### src/rtl/gpu_pkg.sv
// -----------------------------------------------------------------------------
// gpu_pkg
// Shared definitions for the sprite attribute table: register map constants,
// AXI response codes, the packed per-sprite attribute record and its reset
// value, plus a byte-enable merge helper used by every writable register.
// -----------------------------------------------------------------------------
package gpu_pkg;

    // Field widths of one sprite record (position words and packed shorts).
    localparam int SPRITE_DW = 32;
    localparam int SPRITE_SW = 8;

    // Register map.
    localparam int SPRITE_STRIDE = 16;
    localparam int CTRL_ADDR     = 'h800;

    // Byte offsets of the fields inside one sprite's 16-byte slot.
    localparam logic [3:0] OFS_SX    = 4'h0;
    localparam logic [3:0] OFS_SY    = 4'h4;
    localparam logic [3:0] OFS_TEX   = 4'h8;
    localparam logic [3:0] OFS_SCALE = 4'hC;

    // AXI write responses.
    localparam logic [1:0] RESP_OKAY   = 2'b00;
    localparam logic [1:0] RESP_SLVERR = 2'b10;

    typedef struct packed {
        logic [SPRITE_DW-1:0] sx;
        logic [SPRITE_DW-1:0] sy;
        logic [SPRITE_SW-1:0] stx;
        logic [SPRITE_SW-1:0] sty;
        logic [SPRITE_SW-1:0] stw;
        logic [SPRITE_SW-1:0] sth;
        logic [SPRITE_SW-1:0] ssc;
    } sprite_t;

    // Scale defaults to 1 so an unprogrammed sprite renders at native size.
    localparam sprite_t SPRITE_RESET = '{
        sx:  '0,
        sy:  '0,
        stx: '0,
        sty: '0,
        stw: '0,
        sth: '0,
        ssc: 8'd1
    };

    // Replace only the bytes of old_word whose strobe bit is set.
    function automatic logic [31:0] merge_bytes(input logic [31:0] old_word,
                                                input logic [31:0] new_word,
                                                input logic [3:0]  strb);
        logic [31:0] result;
        result = old_word;
        for (int b = 0; b < 4; b++) begin
            if (strb[b]) begin
                result[8*b +: 8] = new_word[8*b +: 8];
            end
        end
        return result;
    endfunction

endpackage

### src/rtl/axil_write_slave.sv
// -----------------------------------------------------------------------------
// axil_write_slave
// AXI4-Lite write-only slave front end. AW and W are each captured into a
// one-entry holding register independently, so any skew between the two
// channels is tolerated. Once both are held, a single-cycle write strobe
// {we, addr, data, strb} is presented to the register file, which answers
// with err in the same cycle; the response is then held on B until bready.
//
// Ports:
//   clk, rst                  clock, synchronous active-high reset
//   awaddr/awvalid/awready    write address channel
//   wdata/wstrb/wvalid/wready write data channel
//   bresp/bvalid/bready       write response channel
//   we, addr, data, strb      one-cycle write strobe to the register file
//   err                       register file decode error for the current we
// -----------------------------------------------------------------------------
module axil_write_slave
    import gpu_pkg::*;
#(
    parameter int ADDR_WIDTH = 24,
    parameter int DATA_WIDTH = 32,
    parameter int STRB_WIDTH = DATA_WIDTH / 8
) (
    input  logic                  clk,
    input  logic                  rst,
    input  logic [ADDR_WIDTH-1:0] awaddr,
    input  logic                  awvalid,
    output logic                  awready,
    input  logic [DATA_WIDTH-1:0] wdata,
    input  logic [STRB_WIDTH-1:0] wstrb,
    input  logic                  wvalid,
    output logic                  wready,
    output logic [1:0]            bresp,
    output logic                  bvalid,
    input  logic                  bready,
    output logic                  we,
    output logic [ADDR_WIDTH-1:0] addr,
    output logic [DATA_WIDTH-1:0] data,
    output logic [STRB_WIDTH-1:0] strb,
    input  logic                  err
);

    logic                  aw_full_q, aw_full_d;
    logic [ADDR_WIDTH-1:0] aw_addr_q, aw_addr_d;
    logic                  w_full_q,  w_full_d;
    logic [DATA_WIDTH-1:0] w_data_q,  w_data_d;
    logic [STRB_WIDTH-1:0] w_strb_q,  w_strb_d;
    logic                  bvalid_q,  bvalid_d;
    logic [1:0]            bresp_q,   bresp_d;

    // A pending response blocks both channels so at most one write is in
    // flight and the holding registers cannot refill under an unread B.
    assign awready = !aw_full_q && !bvalid_q;
    assign wready  = !w_full_q  && !bvalid_q;

    assign we   = aw_full_q && w_full_q && !bvalid_q;
    assign addr = aw_addr_q;
    assign data = w_data_q;
    assign strb = w_strb_q;

    assign bvalid = bvalid_q;
    assign bresp  = bresp_q;

    always_comb begin
        aw_full_d = aw_full_q;
        aw_addr_d = aw_addr_q;
        w_full_d  = w_full_q;
        w_data_d  = w_data_q;
        w_strb_d  = w_strb_q;
        bvalid_d  = bvalid_q;
        bresp_d   = bresp_q;

        if (awvalid && awready) begin
            aw_full_d = 1'b1;
            aw_addr_d = awaddr;
        end
        if (wvalid && wready) begin
            w_full_d = 1'b1;
            w_data_d = wdata;
            w_strb_d = wstrb;
        end

        // we implies both ready signals are low, so no capture collides here.
        if (we) begin
            aw_full_d = 1'b0;
            w_full_d  = 1'b0;
            bvalid_d  = 1'b1;
            bresp_d   = err ? RESP_SLVERR : RESP_OKAY;
        end else if (bvalid_q && bready) begin
            bvalid_d = 1'b0;
        end
    end

    always_ff @(posedge clk) begin
        if (rst) begin
            aw_full_q <= 1'b0;
            aw_addr_q <= '0;
            w_full_q  <= 1'b0;
            w_data_q  <= '0;
            w_strb_q  <= '0;
            bvalid_q  <= 1'b0;
            bresp_q   <= RESP_OKAY;
        end else begin
            aw_full_q <= aw_full_d;
            aw_addr_q <= aw_addr_d;
            w_full_q  <= w_full_d;
            w_data_q  <= w_data_d;
            w_strb_q  <= w_strb_d;
            bvalid_q  <= bvalid_d;
            bresp_q   <= bresp_d;
        end
    end

endmodule

### src/rtl/sprite_table.sv
// -----------------------------------------------------------------------------
// sprite_table
// Double-buffered sprite attribute table. Software writes attributes into a
// shadow copy over AXI4-Lite, then writes CTRL bit 0 to arm a commit. The
// whole shadow copy is transferred to the active copy on the next
// frame_start, so the sprite cluster only ever sees complete frames.
//
// Ports:
//   clk, rst               clock, synchronous active-high reset
//   aw*/w*/b*              AXI4-Lite write-only slave (awprot ignored)
//   frame_start            one-cycle pulse at start of vertical blanking
//   sx, sy                 active sprite positions, one word per sprite
//   stx, sty, stw, sth     active texture origin and size
//   ssc                    active scale
//   commit_pending         a commit is armed, waiting for frame_start
//   committed              high in the cycle whose edge updates the active copy
// -----------------------------------------------------------------------------
module sprite_table
    import gpu_pkg::*;
#(
    parameter int CLUSTER_SIZE = 10,
    parameter int DATA_WIDTH   = 32,
    parameter int ADDR_WIDTH   = 24,
    parameter int STRB_WIDTH   = DATA_WIDTH / 8,
    parameter int SHORT_WIDTH  = DATA_WIDTH / 4
) (
    input  logic                   clk,
    input  logic                   rst,
    input  logic [ADDR_WIDTH-1:0]  awaddr,
    input  logic [2:0]             awprot,
    input  logic                   awvalid,
    output logic                   awready,
    input  logic [DATA_WIDTH-1:0]  wdata,
    input  logic [STRB_WIDTH-1:0]  wstrb,
    input  logic                   wvalid,
    output logic                   wready,
    output logic [1:0]             bresp,
    output logic                   bvalid,
    input  logic                   bready,
    input  logic                   frame_start,
    output logic [DATA_WIDTH-1:0]  sx  [CLUSTER_SIZE],
    output logic [DATA_WIDTH-1:0]  sy  [CLUSTER_SIZE],
    output logic [SHORT_WIDTH-1:0] stx [CLUSTER_SIZE],
    output logic [SHORT_WIDTH-1:0] sty [CLUSTER_SIZE],
    output logic [SHORT_WIDTH-1:0] stw [CLUSTER_SIZE],
    output logic [SHORT_WIDTH-1:0] sth [CLUSTER_SIZE],
    output logic [SHORT_WIDTH-1:0] ssc [CLUSTER_SIZE],
    output logic                   commit_pending,
    output logic                   committed
);

    localparam int IDX_W = (CLUSTER_SIZE > 1) ? $clog2(CLUSTER_SIZE) : 1;
    localparam logic [ADDR_WIDTH-1:0] CTRL_A   = ADDR_WIDTH'(CTRL_ADDR);
    localparam logic [ADDR_WIDTH-1:0] SPRITE_END =
        ADDR_WIDTH'(CLUSTER_SIZE * SPRITE_STRIDE);

    localparam logic [0:0] ST_IDLE  = 1'b0;
    localparam logic [0:0] ST_ARMED = 1'b1;

    // Protection attributes carry no meaning for this register file.
    logic unused_awprot;
    assign unused_awprot = ^awprot;

    // ------------------------------------------------------------------
    // AXI front end
    // ------------------------------------------------------------------
    logic                  wr_we;
    logic [ADDR_WIDTH-1:0] wr_addr;
    logic [DATA_WIDTH-1:0] wr_data;
    logic [STRB_WIDTH-1:0] wr_strb;
    logic                  wr_err;

    axil_write_slave #(
        .ADDR_WIDTH (ADDR_WIDTH),
        .DATA_WIDTH (DATA_WIDTH),
        .STRB_WIDTH (STRB_WIDTH)
    ) u_axil (
        .clk     (clk),
        .rst     (rst),
        .awaddr  (awaddr),
        .awvalid (awvalid),
        .awready (awready),
        .wdata   (wdata),
        .wstrb   (wstrb),
        .wvalid  (wvalid),
        .wready  (wready),
        .bresp   (bresp),
        .bvalid  (bvalid),
        .bready  (bready),
        .we      (wr_we),
        .addr    (wr_addr),
        .data    (wr_data),
        .strb    (wr_strb),
        .err     (wr_err)
    );

    // ------------------------------------------------------------------
    // Address decode (byte address, bits [1:0] ignored)
    // ------------------------------------------------------------------
    logic             is_ctrl;
    logic             is_sprite;
    logic [IDX_W-1:0] wr_idx;
    logic [3:0]       field_ofs;
    logic             wr_sprite;
    logic             ctrl_arm;

    assign is_ctrl   = (wr_addr[ADDR_WIDTH-1:2] == CTRL_A[ADDR_WIDTH-1:2]);
    // CLUSTER_SIZE is at most 128, so the sprite window never reaches CTRL.
    assign is_sprite = (wr_addr < SPRITE_END);
    assign wr_idx    = wr_addr[4 +: IDX_W];
    assign field_ofs = {wr_addr[3:2], 2'b00};
    assign wr_err    = !(is_ctrl || is_sprite);

    assign wr_sprite = wr_we && is_sprite;
    assign ctrl_arm  = wr_we && is_ctrl && wr_strb[0] && wr_data[0];

    // ------------------------------------------------------------------
    // Commit state machine
    // ------------------------------------------------------------------
    logic [0:0] state_q, state_d;
    logic       commit_fire;

    assign commit_fire    = (state_q == ST_ARMED) && frame_start;
    assign commit_pending = (state_q == ST_ARMED);
    assign committed      = commit_fire;

    // An arm arriving in the same cycle as a copy refers to writes after the
    // snapshot, so it wins and the table stays armed for the next frame.
    always_comb begin
        state_d = state_q;
        if (commit_fire) begin
            state_d = ST_IDLE;
        end
        if (ctrl_arm) begin
            state_d = ST_ARMED;
        end
    end

    always_ff @(posedge clk) begin
        if (rst) begin
            state_q <= ST_IDLE;
        end else begin
            state_q <= state_d;
        end
    end

    // ------------------------------------------------------------------
    // Per-sprite shadow and active copies
    // ------------------------------------------------------------------
    for (genvar gi = 0; gi < CLUSTER_SIZE; gi++) begin : g_sprite
        sprite_t shadow_q, shadow_d;
        sprite_t active_q, active_d;
        logic    sel;

        assign sel = wr_sprite && (wr_idx == IDX_W'(gi));

        always_comb begin
            shadow_d = shadow_q;
            if (sel) begin
                case (field_ofs)
                    OFS_SX:  shadow_d.sx = merge_bytes(shadow_q.sx, wr_data, wr_strb);
                    OFS_SY:  shadow_d.sy = merge_bytes(shadow_q.sy, wr_data, wr_strb);
                    OFS_TEX: {shadow_d.stx, shadow_d.sty, shadow_d.stw, shadow_d.sth} =
                                 merge_bytes({shadow_q.stx, shadow_q.sty,
                                              shadow_q.stw, shadow_q.sth},
                                             wr_data, wr_strb);
                    OFS_SCALE: begin
                        if (wr_strb[0]) begin
                            shadow_d.ssc = wr_data[7:0];
                        end
                    end
                    default: ;
                endcase
            end
            // The copy takes the pre-write shadow value on a colliding write.
            active_d = commit_fire ? shadow_q : active_q;
        end

        always_ff @(posedge clk) begin
            if (rst) begin
                shadow_q <= SPRITE_RESET;
                active_q <= SPRITE_RESET;
            end else begin
                shadow_q <= shadow_d;
                active_q <= active_d;
            end
        end

        assign sx[gi]  = active_q.sx;
        assign sy[gi]  = active_q.sy;
        assign stx[gi] = active_q.stx;
        assign sty[gi] = active_q.sty;
        assign stw[gi] = active_q.stw;
        assign sth[gi] = active_q.sth;
        assign ssc[gi] = active_q.ssc;
    end

endmodule

### config.mk
export PLATFORM = sky130hd
export DESIGN_NAME = sprite_table
export DESIGN_NICKNAME = d
export VERILOG_FILES = /design/src/rtl/gpu_pkg.sv /design/src/rtl/axil_write_slave.sv /design/src/rtl/sprite_table.sv
export SDC_FILE = /design/constraint.sdc
export NUM_CORES = 2
export LEC_CHECK = 0
export CORE_MARGIN = 1.5
export CORE_UTILIZATION = 30
export CTS_BUF_LIST = sky130_fd_sc_hd__clkbuf_16
export DETAILED_ROUTE_END_ITERATION = 7
export HOLD_SLACK_MARGIN = 0.03
export SYNTH_ARGS = -nofsm -noshare
export SYNTH_HDL_FRONTEND = slang
export SYNTH_HIERARCHICAL = 1
export SYNTH_SLANG_ARGS = --single-unit
### constraint.sdc
create_clock -name clk -period 2.7 [get_ports clk]
set_input_delay 0.675 -clock clk [delete_from_list [all_inputs] [get_ports clk]]
set_output_delay 0.675 -clock clk [all_outputs]
set_load 0.1 [all_outputs]
After elaboration in Yosys (flattened, before gate mapping)
Index checks and enable logic that the tools add are counted.

Magnitude comparators: 1. Eq/ne operators: 13. Muxes and demuxes: 5. Reductions and logical operators: 161.

Operator list (count): $reduce_and A3 Y1 (130); $lt A24 B8 Y1 const B (1); $eq A22 B10 Y1 const B (1); $logic_and A1 B1 Y1 (22); $eq A4 B3 Y1 const B (4); $eq A4 B2 Y1 const B (2); $eq A4 B4 Y1 const B (2); $logic_not A4 Y1 (2); $eq A2 B2 Y1 const B (2); $eq A4 B1 Y1 const B (1); $mux W1 (4); $reduce_bool A2 Y1 (2); $logic_not A1 Y1 (3); $eq A2 B1 Y1 const B (1); $mux W2 (1); $reduce_or A2 Y1 (1); $logic_or A1 B1 Y1 (1).

Flip-flop bits (word level): 2146. Bits of input ports: 69. Output and inout port bits: 1047. Logic and storage cells: 388.

Depth between registers and ports, before layout
Depth after elaboration: 6. Mapped depth: 9. Gate-level depth less buffers: 6.

Hierarchy
Netlist, hierarchy kept.

Modules (own cells, without submodules): sprite_table (instances 1, cells an instance 8145, area each 76408.3 um^2, sequential area each 41660.0 um^2); axil_write_slave (instances 1, cells an instance 284, area each 2313.5 um^2, sequential area each 1281.2 um^2).

Least setup slack after synthesis
OpenSTA, ideal clock, no wires.

Kind: register -> output. Start point: register state_q, in the netlist commit_pending. End point: output committed. Arrival: 2.959 ns. Required time: 2.025 ns. Setup slack: -0.934 ns. Cell stages (with the launch flop): 6. Path buffers: 3. Cell sequence: dfxtp_1 -> nand2_1 -> inv_2 -> clkbuf_1 -> clkbuf_1 -> clkbuf_1.

Word-level cells in the longest chain between the ends: 1.

RTL lines: from (decl) (RTL line sprite_table.sv:120) `logic [0:0] state_q, state_d;`; from (signal assigned) (RTL line sprite_table.sv:143) `state_q <= state_d;`; $logic_and A1 B1 Y1 (RTL line sprite_table.sv:123) `assign commit_fire = (state_q == ST_ARMED) && frame_start;`; to (decl) (RTL line sprite_table.sv:49) `output logic committed`.

Every way passes these cells.

Final worst setup path
Start point: register u_axil.aw_addr_q[12], in the netlist u_axil/addr[12]. End point: register g_sprite[0].shadow_q[8] in the netlist's numbering.

Word-level cells in the longest chain between the ends: 4.

RTL lines: from (decl) (RTL line axil_write_slave.sv:44) `logic [ADDR_WIDTH-1:0] aw_addr_q, aw_addr_d;`; from (signal assigned) (RTL line axil_write_slave.sv:105) `aw_addr_q <= aw_addr_d;`; $lt A24 B8 Y1 (RTL line sprite_table.sv:109) `assign is_sprite = (wr_addr < SPRITE_END);`; $logic_and A1 B1 Y1 (RTL line sprite_table.sv:114) `assign wr_sprite = wr_we && is_sprite;`; $logic_and A1 B1 Y1 (RTL line sprite_table.sv:155) `assign sel = wr_sprite && (wr_idx == IDX_W'(gi));`; $reduce_and A3 Y1 (no line); to (signal assigned) (RTL line sprite_table.sv:184) `shadow_q <= shadow_d;`; to (decl) (RTL line sprite_table.sv:151) `sprite_t shadow_q, shadow_d;`.

Every way passes these cells. A chain may end at the register's enable or synchronous reset.

==> results summary <==
The type of element launching the critical path is a register. TritonCTS built the clock tree. The largest single stage delay on the critical path is 0.58 ns. The full die area is roughly 0.27 mm².

The maximum number of pins on one net before global-route repair is 152. The number of fill cells in the layout came out at between 20,000 and 30,000. The post-route fraction of the period consumed by the critical path is 94.5%. The number of antenna violations at the first check in global routing came to 38. The number of primary I/O pins came out at 1,116.

The category of the critical setup timing path is reg2reg. Routability-driven placement finished with a final weighted congestion of 0.822. The number of DRC violations after detailed routing is 0. The run finished with clean final reports. Before antenna repair, the detailed router went through 6 iterations.

Hold timing on the final database bottoms out at a slack of roughly 0.28 ns. The worst hold path class is in2reg. In the final design database the tool counted 9,491 nets.

The final hold violation count came out at 0. The number of CTS-inserted buffers is between 200 and 250. The via count of the first global-routing pass is approximately 60,000. The number of stages on the worst setup path came out at 6. In the final layout, the share of cells above drive strength 1 is between 10% and 20%. The leakage power summed over all cells came out at 44.0 nW. For this configuration, the core starts out at a cell density of 30.2%.

The reported max-cap violation count is 0. Along the worst path, the maximum fanout reaches 28. Power comes to between 0.06 and 0.07 W. The number of max-slew violations in the final report came out at 0. The global-route wire length before repair came out at ~430,000 µm. The clock skew after layout came out at 0.0707 ns. Setup repair after global routing left no endpoint under its margin.

The area occupied by multi-input gates came out at about 0.033 mm². Clock tree synthesis selected as its root buffer the cell sky130_fd_sc_hd__clkbuf_16. Counting cells, the worst reg-to-reg path comes to 6. For the worst-skew pair, the clock arrives at the later sink with an insertion delay of between 0.8 and 0.9 ns. The floorplan has between 150 and 200 rows. The routed design could run at a clock period as short as roughly 2.6 ns.

The worst-case IR drop observed on VDD is 0.623 mV. The number of H-tree levels came out at 4. The cell area after placement came out at slightly above 0.09 mm². The post-synth design cell area is about 0.079 mm².

The least setup slack across all paths after layout is between 0.1 and 0.15 ns. The sink count of the clock tree is approximately 2,100. Once detail routing completed, the nets flagged for antenna violations numbered 0.

The finished layout cell area is between 0.1 and 0.15 mm². The maximum clock rate is around 0.4 GHz. The synthesized net count came out at 8,490.

For this run, the number of Yosys warnings is 6. Summed over all failing endpoints, the final setup total negative slack is 0 ns. The clock input transition at the sequential cells of the worst setup and hold paths is ~0.060 ns. The horizontal die dimension is between 500 and 600 µm. The area growth from synthesis to layout came out at 27.2%. The post-detailed-placement half-perimeter wirelength is between 200,000 and 250,000 µm. The relative slew slack came out at a little under two fifths. In this design, the critical path's most frequently occurring cell is sky130_fd_sc_hd__buf_12.

Before CTS, the worst setup slack after placement is approximately 0.089 ns. Summed over all layers, the routed wires come to roughly 300,000 µm. The clock tree buffer depth is 3. The kind of cell with the highest combined delay along the critical path is simple AND/OR/NAND/NOR gates.

The total global routing overflow came out at 0. STA classifies the critical path endpoint as a register. The overall via count from detail_route came out at between 60,000 and 70,000. The core area came out at 0.260 mm².

The number of buffers and inverters on the critical path is 2. The die span in y is roughly 520 µm. The total global routing track utilization came out at about 22%. On the critical path, the stage with the largest delay is an instance of sky130_fd_sc_hd__and4_4.

The final number of setup-violating endpoints came out at 0. STA puts the critical path data arrival time at 3.26 ns. After detailed routing, the number of vias per cell comes to 4.80. Once the clock tree was built, the setup fixing pass inserted 0 buffers. Buffers inserted to repair hold after CTS numbered 0. The sequential cell area came out at between 0.04 and 0.05 mm². The average size of a mapped cell came out at slightly above 9 µm².

The worst path required time came out at about 3.4 ns. The critical path goes through nor4_1, and4_4, buf_12, nand4_2, buf_12, mux2i_1. The number of buffers inserted by port buffering is between 1,000 and 1,500. The slew of the pin with the lowest slew margin came out at a little over 0.9 ns. The average wire length per cell after detail routing came out at around 23 µm.

The cell count after synthesis is between 8,000 and 9,000. Power spread over the standard cell area amounts to about 650 mW/mm². The number of DRC markers after the initial detailed-route iteration came out at 5,495.

The count of cells along the worst hold path came out at 2.
==> area by class of cell <==
| type | instances | share of cell area (%) |
|---|---|---|
| Timing Repair Buffer | 1422 | 12.0 |
| Antenna cell | 8 | 0.0200 |
| Clock inverter | 193 | 1.68 |
| Tap cell | 3496 | 4.37 |
| Multi-Input combinational cell | 5628 | 33.4 |
| Clock buffer | 222 | 5.55 |
| Sequential cell | 2143 | 42.9 |
| Inverter | 5 | 0.0263 |
==> state kept, by name, summed over array words and instances, names as in the netlist <==
name               cells
commit_pending         1
g_sprite.shadow_q   1040
ssc                   80
sth                   80
stw                   80
stx                   80
sty                   80
sx                   320
sy                   320
u_axil/addr           22
u_axil/aw_full_q       1
u_axil/bresp           1
u_axil/bvalid          1
u_axil/data           32
u_axil/strb            4
u_axil/w_full_q        1
==> worst reg2reg max path, stage by stage (launching register included) <==
cell and delay [ns]:
sky130_fd_sc_hd__dfxtp_1 0.32, sky130_fd_sc_hd__nor4_1 0.45, sky130_fd_sc_hd__and4_4 0.58, sky130_fd_sc_hd__buf_12 0.32, sky130_fd_sc_hd__nand4_2 0.31, sky130_fd_sc_hd__buf_12 0.27, sky130_fd_sc_hd__mux2i_1 0.15
==> repair_timing <==
item / CTS / global route
endpoints found under the hold margin: 0 / 0
gates resized for setup: 0 / 1
endpoints found under the setup margin: 0 / 1
==> placed cells by master (no fill, tap or decap), types with 3 or more instances in the layout <==
master                               n
sky130_fd_sc_hd__nand2_1          2204
sky130_fd_sc_hd__dfxtp_1          2141
sky130_fd_sc_hd__buf_4            1264
sky130_fd_sc_hd__a21oi_1          1089
sky130_fd_sc_hd__mux2i_1          1041
sky130_fd_sc_hd__nand2b_1         1035
sky130_fd_sc_hd__clkbuf_16         222
sky130_fd_sc_hd__buf_12             95
sky130_fd_sc_hd__nand4_2            85
sky130_fd_sc_hd__clkdlybuf4s50_1    62
sky130_fd_sc_hd__clkinv_1           49
sky130_fd_sc_hd__clkinv_2           49
sky130_fd_sc_hd__inv_1              46
sky130_fd_sc_hd__nor2_1             36
sky130_fd_sc_hd__nand2b_4           32
sky130_fd_sc_hd__nand4_4            26
sky130_fd_sc_hd__bufinv_16          22
sky130_fd_sc_hd__nand4_1            12
sky130_fd_sc_hd__nand3b_1           11
sky130_fd_sc_hd__clkinvlp_4          9
sky130_fd_sc_hd__diode_2             8
sky130_fd_sc_hd__inv_6               7
sky130_fd_sc_hd__clkinv_16           6
sky130_fd_sc_hd__nor2_2              5
sky130_fd_sc_hd__and2_1              5
sky130_fd_sc_hd__and2_2              4
sky130_fd_sc_hd__nand3_2             4
sky130_fd_sc_hd__nor4_1              3
sky130_fd_sc_hd__nor3_2              3
sky130_fd_sc_hd__nor2b_1             3
sky130_fd_sc_hd__and4_1              3
sky130_fd_sc_hd__clkinv_8            3
sky130_fd_sc_hd__clkinv_4            3
==> power by group <==
group / internal (W) / switching (W)
registers: 0.0317 / 0.0000619
clock network: 0.0171 / 0.0135
logic: 0.000751 / 0.00171
total: 0.0495 / 0.0153
==> worst paths after layout <==
kind                                               from                                   end  slack, ns
hold reg to reg   g_sprite[5].shadow_q[36]$_SDFFE_PP0P_                  stx[36]$_SDFFE_PP0P_       0.41
setup / recovery           u_axil/addr[12]$_SDFFE_PP0P_  g_sprite[0].shadow_q[8]$_SDFFE_PP0P_       0.15
hold / removal                                      rst          u_axil/data[15]$_SDFFE_PP0P_       0.28
setup reg to reg           u_axil/addr[12]$_SDFFE_PP0P_  g_sprite[0].shadow_q[8]$_SDFFE_PP0P_       0.15
==> metal layers <==
metal  share of wire [%]  wire, µm  vias to the layer above  global-route usage [%]
li1                    -         -                    29500                       -
met1                  45    139000                    30700                    30.5
met2                  45    138000                     2252                    35.2
met3                 6.1     18800                      438                    3.37
met4                 3.7     11400                       12                    8.05
met5               0.028        85                        -                       0
==> metrics by stage <==
step                instances  utilization [%]
floorplan                8421                -
detailed placement      12700             35.7
CTS                     13100             38.5
global route            13100             38.5
global placement        12700             35.7
finish                  13100             38.5
(Power assumes the default switching activity.)
